`config.mk`:
```
export PLATFORM = sky130hd
export DESIGN_NAME = serial_frame_tx
export DESIGN_NICKNAME = d
export VERILOG_FILES = /design/src/rtl/serial_link_defs.sv /design/src/rtl/serial_frame_tx_bit_timer.sv /design/src/rtl/serial_frame_tx.sv
export SDC_FILE = /design/constraint.sdc
export NUM_CORES = 1
export LEC_CHECK = 0
export ABC_AREA = 1
export BUFFER_PORTS_ARGS = -buffer_cell sky130_fd_sc_hd__buf_2
export CAP_MARGIN = 10
export CORE_AREA = 2 2 65 48
export CTS_BUF_LIST = sky130_fd_sc_hd__clkbuf_4
export CTS_CLUSTER_SIZE = 25
export DETAILED_ROUTE_END_ITERATION = 10
export DIE_AREA = 0 0 67 50
export GPL_ROUTABILITY_DRIVEN = 0
export PLACE_DENSITY = 0.7
export SETUP_SLACK_MARGIN = 0.4
export SLEW_MARGIN = 20
export SYNTH_ARGS = -nofsm -noshare
export SYNTH_HDL_FRONTEND = slang
export SYNTH_HIERARCHICAL = 1
export SYNTH_SLANG_ARGS = --single-unit
```
`constraint.sdc`:
```
create_clock -name clock -period 1.3 [get_ports clock]
set_input_delay 0.13 -clock clock [delete_from_list [all_inputs] [get_ports clock]]
set_output_delay 0.13 -clock clock [all_outputs]
set_load 0.01 [all_outputs]
```
`src/rtl/serial_link_defs.sv`:
```
//-----------------------------------------------------------------------------
// Package : serial_link_defs
// Purpose : Definitions shared by the transmit and receive sides of the
//           single-wire serial link: FSM state encoding and the line levels
//           used for idle, start and stop.
// Ports   : none (package)
// Rev     : 1.0  initial release
//-----------------------------------------------------------------------------
`default_nettype none

package serial_link_defs;

  typedef enum logic [1:0] {
    IDLE  = 2'd0,
    START = 2'd1,
    DATA  = 2'd2,
    STOP  = 2'd3
  } link_state_t;

  localparam logic LINE_IDLE = 1'b1;
  localparam logic START_BIT = 1'b0;
  localparam logic STOP_BIT  = 1'b1;

endpackage : serial_link_defs

`default_nettype wire

```
`src/rtl/serial_frame_tx_bit_timer.sv`:
```
//-----------------------------------------------------------------------------
// Module  : bit_timer
// Purpose : Counts clocks 0..CLKS_PER_BIT-1 while enabled and flags the last
//           clock of each bit period. Also reports whether the *next* cycle
//           will be a bit end, so the parent can register its outputs one
//           cycle ahead.
// Ports   : clk       in  system clock
//           rst       in  synchronous active-high reset
//           clear     in  restart the count at 0 (frame accept)
//           enable    in  advance the count
//           bit_end   out current cycle is the last of a bit period
//           next_end  out next cycle will be the last of a bit period
// Rev     : 1.0  initial release
//-----------------------------------------------------------------------------
`default_nettype none

module bit_timer #(
  parameter int CLKS_PER_BIT = 4
) (
  input  logic clk,
  input  logic rst,
  input  logic clear,
  input  logic enable,
  output logic bit_end,
  output logic next_end
);

  localparam int CNT_W = $clog2(CLKS_PER_BIT + 1);

  logic [CNT_W-1:0] r_cnt;

  assign bit_end = (r_cnt == CNT_W'(CLKS_PER_BIT - 1));

  always_ff @(posedge clk) begin
    if (rst) begin
      r_cnt <= '0;
    end else if (clear) begin
      r_cnt <= '0;
    end else if (enable) begin
      r_cnt <= bit_end ? '0 : r_cnt + CNT_W'(1);
    end
  end

  // With one clock per bit every cycle is a bit end; otherwise the next
  // cycle ends a bit only when the count is one short of wrapping.
  generate
    if (CLKS_PER_BIT == 1) begin : g_single_clock
      assign next_end = 1'b1;
    end else begin : g_multi_clock
      assign next_end = !clear && !bit_end && (r_cnt == CNT_W'(CLKS_PER_BIT - 2));
    end
  endgenerate

endmodule : bit_timer

`default_nettype wire

```
`src/rtl/serial_frame_tx.sv`:
```
//-----------------------------------------------------------------------------
// Module  : serial_frame_tx
// Purpose : Serial link transmitter. Accepts a parallel word over a
//           valid/ready handshake and shifts it out as start bit (0),
//           WIDTH data bits LSB first, stop bit (1); each bit held for
//           CLKS_PER_BIT clocks. Idle line is high.
// Ports   : clock    in  system clock
//           reset    in  synchronous active-high reset
//           data_in  in  word to send, sampled on the accept cycle only
//           load     in  producer valid (accepted when load && ready)
//           ready    out idle / able to accept a word (registered)
//           tx       out serial line (registered)
//           busy     out frame in progress (registered)
//           done     out pulse on final stop-bit cycle (registered)
// Rev     : 1.0  initial release
//-----------------------------------------------------------------------------
`default_nettype none

module serial_frame_tx
  import serial_link_defs::*;
#(
  parameter int WIDTH        = 8,
  parameter int CLKS_PER_BIT = 4
) (
  input  logic             clock,
  input  logic             reset,
  input  logic [WIDTH-1:0] data_in,
  input  logic             load,
  output logic             ready,
  output logic             tx,
  output logic             busy,
  output logic             done
);

  localparam int IDX_W = $clog2(WIDTH + 1);

  link_state_t      r_state;
  logic [WIDTH-1:0] r_shreg;
  logic [IDX_W-1:0] r_bit_idx;

  logic             w_accept;
  logic             w_bit_end;
  logic             w_next_end;
  logic [WIDTH-1:0] w_shifted;

  // ready is high only in IDLE and on the last stop cycle, so this covers
  // both the idle accept and the back-to-back accept on the done cycle.
  assign w_accept  = load && ready;
  assign w_shifted = r_shreg >> 1;

  bit_timer #(
    .CLKS_PER_BIT (CLKS_PER_BIT)
  ) u_bit_timer (
    .clk      (clock),
    .rst      (reset),
    .clear    (w_accept),
    .enable   (r_state != IDLE),
    .bit_end  (w_bit_end),
    .next_end (w_next_end)
  );

  // Outputs are registered from the state being entered, so tx/ready/busy/
  // done line up with the state on the same cycle.
  always_ff @(posedge clock) begin
    if (reset) begin
      r_state   <= IDLE;
      r_shreg   <= '0;
      r_bit_idx <= '0;
      tx        <= LINE_IDLE;
      ready     <= 1'b1;
      busy      <= 1'b0;
      done      <= 1'b0;
    end else begin
      done <= 1'b0;
      case (r_state)
        IDLE: begin
          if (w_accept) begin
            r_state   <= START;
            r_shreg   <= data_in;
            r_bit_idx <= '0;
            tx        <= START_BIT;
            ready     <= 1'b0;
            busy      <= 1'b1;
          end
        end

        START: begin
          if (w_bit_end) begin
            r_state   <= DATA;
            r_bit_idx <= '0;
            tx        <= r_shreg[0];
          end
        end

        DATA: begin
          if (w_bit_end) begin
            if (r_bit_idx == IDX_W'(WIDTH - 1)) begin
              r_state <= STOP;
              tx      <= STOP_BIT;
              // A one-clock stop bit is already its own last cycle.
              done    <= w_next_end;
              ready   <= w_next_end;
            end else begin
              r_shreg   <= w_shifted;
              r_bit_idx <= r_bit_idx + IDX_W'(1);
              tx        <= w_shifted[0];
            end
          end
        end

        STOP: begin
          if (w_bit_end) begin
            if (w_accept) begin
              // Back-to-back: start bit follows the stop bit directly.
              r_state   <= START;
              r_shreg   <= data_in;
              r_bit_idx <= '0;
              tx        <= START_BIT;
              ready     <= 1'b0;
              busy      <= 1'b1;
            end else begin
              r_state <= IDLE;
              tx      <= LINE_IDLE;
              ready   <= 1'b1;
              busy    <= 1'b0;
            end
          end else begin
            done  <= w_next_end;
            ready <= w_next_end;
          end
        end

        default: begin
          r_state <= IDLE;
          tx      <= LINE_IDLE;
          ready   <= 1'b1;
          busy    <= 1'b0;
        end
      endcase
    end
  end

endmodule : serial_frame_tx

`default_nettype wire

```
# Word level (Yosys, flattened, before mapping)
# Cells that the tools add are included.
dict set report classes {
  add_sub_neg 2
  eq_ne 12
  n_mux 38
  n_reduce_logical 16
}
# operator n
set ops {}
lappend ops {{2-to-1 mux 8 bit} 4}
lappend ops {{one-hot mux 8 bit (3 select lines)} 1}
lappend ops {{2-to-1 mux 4 bit} 5}
lappend ops {{2-to-1 mux 1 bit} 16}
lappend ops {{one-hot mux 4 bit (4 select lines)} 1}
lappend ops {{AND reduction 4 bit} 4}
lappend ops {{2-to-1 mux 2 bit} 5}
lappend ops {{inequality test 2 x 1 -> 1 bit, second input constant} 4}
lappend ops {{one-hot mux 2 bit (4 select lines)} 1}
lappend ops {{== test 3 x 2 -> 1 bit, second input constant} 2}
lappend ops {{AND reduction 5 bit} 1}
lappend ops {{adder 4 x 1 -> 4 bit, second input constant} 1}
lappend ops {{== test 2 bit, second input constant} 2}
lappend ops {{== test 4 x 3 -> 1 bit, second input constant} 1}
lappend ops {{inequality test 2 bit, second input constant} 2}
lappend ops {{one-hot mux 1 bit (2 select lines)} 2}
lappend ops {{one-hot mux 1 bit (4 select lines)} 1}
lappend ops {{nonzero test 2 bit} 2}
lappend ops {{adder 3 x 1 -> 3 bit, second input constant} 1}
lappend ops {{logical AND 1 bit} 3}
lappend ops {{2-to-1 mux 3 bit} 1}
lappend ops {{one-hot mux 1 bit (3 select lines)} 1}
lappend ops {{AND reduction 3 bit} 1}
lappend ops {{nonzero test 3 bit} 1}
lappend ops {{other kinds (4)} 5}
dict set report word_totals {
  reg_bits 21
  in_bits 11
  out_inout_bits 4
  wordCells 76
}

# Logic depth before layout (Yosys ltp)
dict set report logic_depth {
  depth_word 7
  ltp_mapped 11
  mapped_depth_nobuf 11
}

# Cells and area by module
# The synthesis kept the hierarchy.
# mod instances cells_each area_per_inst_um2 seq_area_each_um2
set modules_own_cells {}
lappend modules_own_cells {serial_frame_tx 1 166 1153.6 360.3}
lappend modules_own_cells {bit_timer 1 23 165.2 60.1}

# Least setup slack after synthesis
# OpenSTA, ideal clock, no wires.
dict set report synth_path {
  kind {reg-to-reg}
  from {reg r_state[0]}
  to {reg r_shreg[0]}
  setup_time_ns 0.112
  t_arrival_ns 1.335
  t_required_ns 1.188
  setup_slack_ns -0.147
  stages_incl_launch_ff 9
  n_path_buf 1
  synth_period_minus_slack_ns 1.447
  path_cell_list {dfxtp_1 > inv_1 > ha_1 > buf_4 > nand2_1 > a21boi_0 > nand3_1 > nand2_1 > nor2_1}
}
dict set report synth_via {
  elab_chain_len 3
  elab_cells_between_ends 9
  classes_between {eq/ne: 5; mux: 1; reduce/logical: 3}
}
# item line
set synth_rtl {}
lappend synth_rtl {{from (decl)} serial_frame_tx.sv:37} ;# link_state_t r_state;
lappend synth_rtl {{from (signal assigned)} serial_frame_tx.sv:66} ;# r_state <= IDLE;
lappend synth_rtl {{from (signal assigned)} serial_frame_tx.sv:78} ;# r_state <= START;
lappend synth_rtl {{from (signal assigned)} serial_frame_tx.sv:89} ;# r_state <= DATA;
lappend synth_rtl {{== test 2 bit or logical NOT 2 bit (tied branches)} serial_frame_tx.sv:75} ;# case (r_state)
lappend synth_rtl {{inequality test 2 bit (no source line), or another cell as far along} --}
lappend synth_rtl {{AND reduction 4 bit (no source line)} --}
lappend synth_rtl {{to (signal assigned)} serial_frame_tx.sv:79} ;# r_shreg <= data_in;
lappend synth_rtl {{to (signal assigned)} serial_frame_tx.sv:104} ;# r_shreg <= w_shifted;
lappend synth_rtl {{to (signal assigned)} serial_frame_tx.sv:116} ;# r_shreg <= data_in;
lappend synth_rtl {{to (decl)} serial_frame_tx.sv:38} ;# logic [WIDTH-1:0] r_shreg;
# Parallel ways exist; a longest one is shown, timed or not.
# A chain may end at the register's enable or synchronous reset.

# Final worst setup path
dict set report layout_path {
  from {reg r_state[0]}
  to {reg r_shreg[5]}
}
# The elaborated chain is that of the path after synthesis.

==> metrics.yaml <==
outcome: "finished, violations left"
violations: "negative setup slack"
fmax_mhz: 700.2
finClkSkew_ps: 9.844
max_stage_delay_ps: 400
drtAntennaViolNets: 0
core-area_mm2: 0.002723
synth_top_area_share: 0.3188
rsz0062_at_grt: "yes"
antenna_cells: 0
fin_crit_sh: 1.099
drv_slew: 0
place_ws_ps: -92.30
netlist_top_cells_area: "dfxtp_1 32%, nand2_1 15%, ha_1 8.5%"
hold_ws_ps: 85.77
finalNonFillerCells: 265
start_util: 0.4844
die_y_um: 50
regArea_um2: 444.2
grt_first_pass_wirelength_um: 5533
n_fill_cell: 217
cts_made_buffers: 3
critPathMaxFanout: 9
synth_area_mm2: 0.001319
root_buffer: "clkbuf_4"
cts_max_level: 1
final_net_count: 250
fin_area_mm2: 0.001913
grt_pass1_vias: 1268
die_x_um: 67
setup_slack_ps: -128.2
synth.most_common_cell: "nand2_1"
syn-num-nets: 209
route.detailed.drc: 0
worstSetupStartpointType: "register"
avgRoutedWirePerCell_um: 13.69
die_area_mm2: 0.003350
crit_arrival_ps: 1660
end_kind: "register"
r2r_slack_ps: -130
yosysSeqAreaShare: 0.3188
maxCapViolCount: 0
slew_headroom: 0.8246
io_pins: 15
grt_usage: 0.2150
clockBufferDepth: 2
crit_top_cell: "inv_4"
path_cells: "inv_4 > ha_4 > inv_4 > buf_4 > a21boi_2 > nand3_1 > nand2_1 > nor2_1"
synthFlopType: "dfxtp_1"
drtPass1Iterations: 6
synth_common_cells: "53 x nand2_1, 27 x nor2_1, 21 x dfxtp_1"
dp_hpwl_um: 2390
finalHoldViolCount: 0
grt_max_degree: 13
rows: 16
multiInputGateArea_mm2: 0.001031
reg2reg_depth: 8
ys_types: 27
cts_tree: "built"
drive_gt1_frac: 0.4716
synth_cells: 189
p_leak_uw: 0.0008112
ys_seq_elements: 21
antenna_found_initial: 0
clk_pin_slew_worst_paths_ps: 130
routed_wl_um: 3629
cts_sinks: 21
drt_iter0_drc: 86
min_period_ps: 1428
whs_path_depth: 3
grt-ovfl-total: 0
yosysWarnings: 6
peakVddDrop_uv: 932.4
setup_violations: 17
portBuffers: 14
synth_top_area_cell: "dfxtp_1"
synth_edf_count: 0
insertion_delay_ps: 320
cts_hold_buf: 0
num_vias: 1396
cpMaxStageDelayCell: "dfxtp_4"
p_per_area_mw_per_mm2: 1874
areaGrowthSynthToFinish_pct: 45.07
place_area_mm2: 0.001630
critPathRequiredTime_ps: 1530
syn_area_per_cell_um2: 6.978
critical_path_class: "reg -> reg"
hp-class: "in -> reg"
viasPerCell: 5.268
dpl.cell_count: 250
tightest_slew_ps: 261.5
async_reset_ff_frac: 0
-- layout by cell type, fill, tap and decap left out, drive strengths merged --
cell	instances
a21boi	7
or2	2
nand4	6
nand2	57
nor2	29
buf	38
clkinv	3
inv	16
nor3b	1
nor3	2
o21ai	4
ha	9
clkbuf	3
dfxtp	21
xnor2	1
nand3	20
a21oi	10
-- where the power goes --
part,leakage (µW),internal (µW),switching [µW]
Combinational,0.000617,932,1250
Clock,0.0000177,115,223
Sequential,0.000176,877,191
Total,0.000811,1920,1660
-- what timing repair did --
action,4_1_cts,5_1_grt
buffers inserted,3,6
endpoints found under the setup margin,25,25
hold endpoints to repair,0,0
pin swaps,8,3
gates resized for setup,23,21
cloned,1,1
-- kinds of logic (layout without fill, tap and decap cells) --
family / after synthesis / after routing / synth area share
xor gates and xnor gates: 1 / 1 / 0.006643
and+or+nand+nor: 115 / 117 / 0.4118
buffers and inverters: 22 / 60 / 0.07590
adders and majority gates: 9 / 9 / 0.08539
AOI/OAI and AO/OA: 21 / 21 / 0.1015
DFF: 21 / 21 / 0.3188
-- worst max-delay path, delay by kind of cell, from the launching register on --
family	cells	cell delay, ps
AO/OA/AOI/OAI	1	130
adder cells (fa/ha/maj)	1	240
buffers and inverters	3	320
flip-flops	1	400
AND/OR/NAND/NOR	3	240
-- path summary, 6_finish.rpt --
path | start | endpoint
setup / recovery | r_state[0] | r_shreg[5]
hold / removal | data_in[7] | r_shreg[7]
setup reg to reg | r_state[0] | r_shreg[5]
hold reg to reg | u_bit_timer/r_cnt[2] | u_bit_timer/r_cnt[2]
-- area by class of cell --
| type | instances | share of cell area |
|---|---|---|
| Timing Repair Buffer | 38 | 0.1478 |
| Clock inverter | 1 | 0.002616 |
| Sequential cell | 21 | 0.2322 |
| Multi-Input combinational cell | 148 | 0.5389 |
| Tap cell | 36 | 0.02354 |
| Clock buffer | 3 | 0.01177 |
| Inverter | 18 | 0.04317 |
-- per-stage QoR --
step | utilization | total power, µW | TNS, ps
6_report | 0.7027 | 3585 | -1253
5_1_grt | 0.7027 | 3856 | -2583
4_1_cts | 0.6498 | 3371 | -931.1
3_5_place_dp | 0.5988 | 2751 | -655.3
3_3_place_gp | 0.5988 | 2689 | -110.1
2_1_floorplan | - | 2296 | 0
-- state kept, by name, summed over array words and instances, names as in the netlist --
name and flops:
r_bit_idx 4, done 1, r_state 2, tx 1
u_bit_timer/r_cnt 3, ready 1, busy 1, r_shreg 8
-- metal layers --
metal / vias to the layer above / global-route usage / part of all wire
met5: - / 0 / 0
met4: 0 / 0.04762 / 0.012
met3: 6 / 0.05708 / 0.045
met2: 38 / 0.3515 / 0.49
met1: 654 / 0.2819 / 0.46
li1: 698 / - / -
No activity file was read; power rests on OpenSTA's default activity.
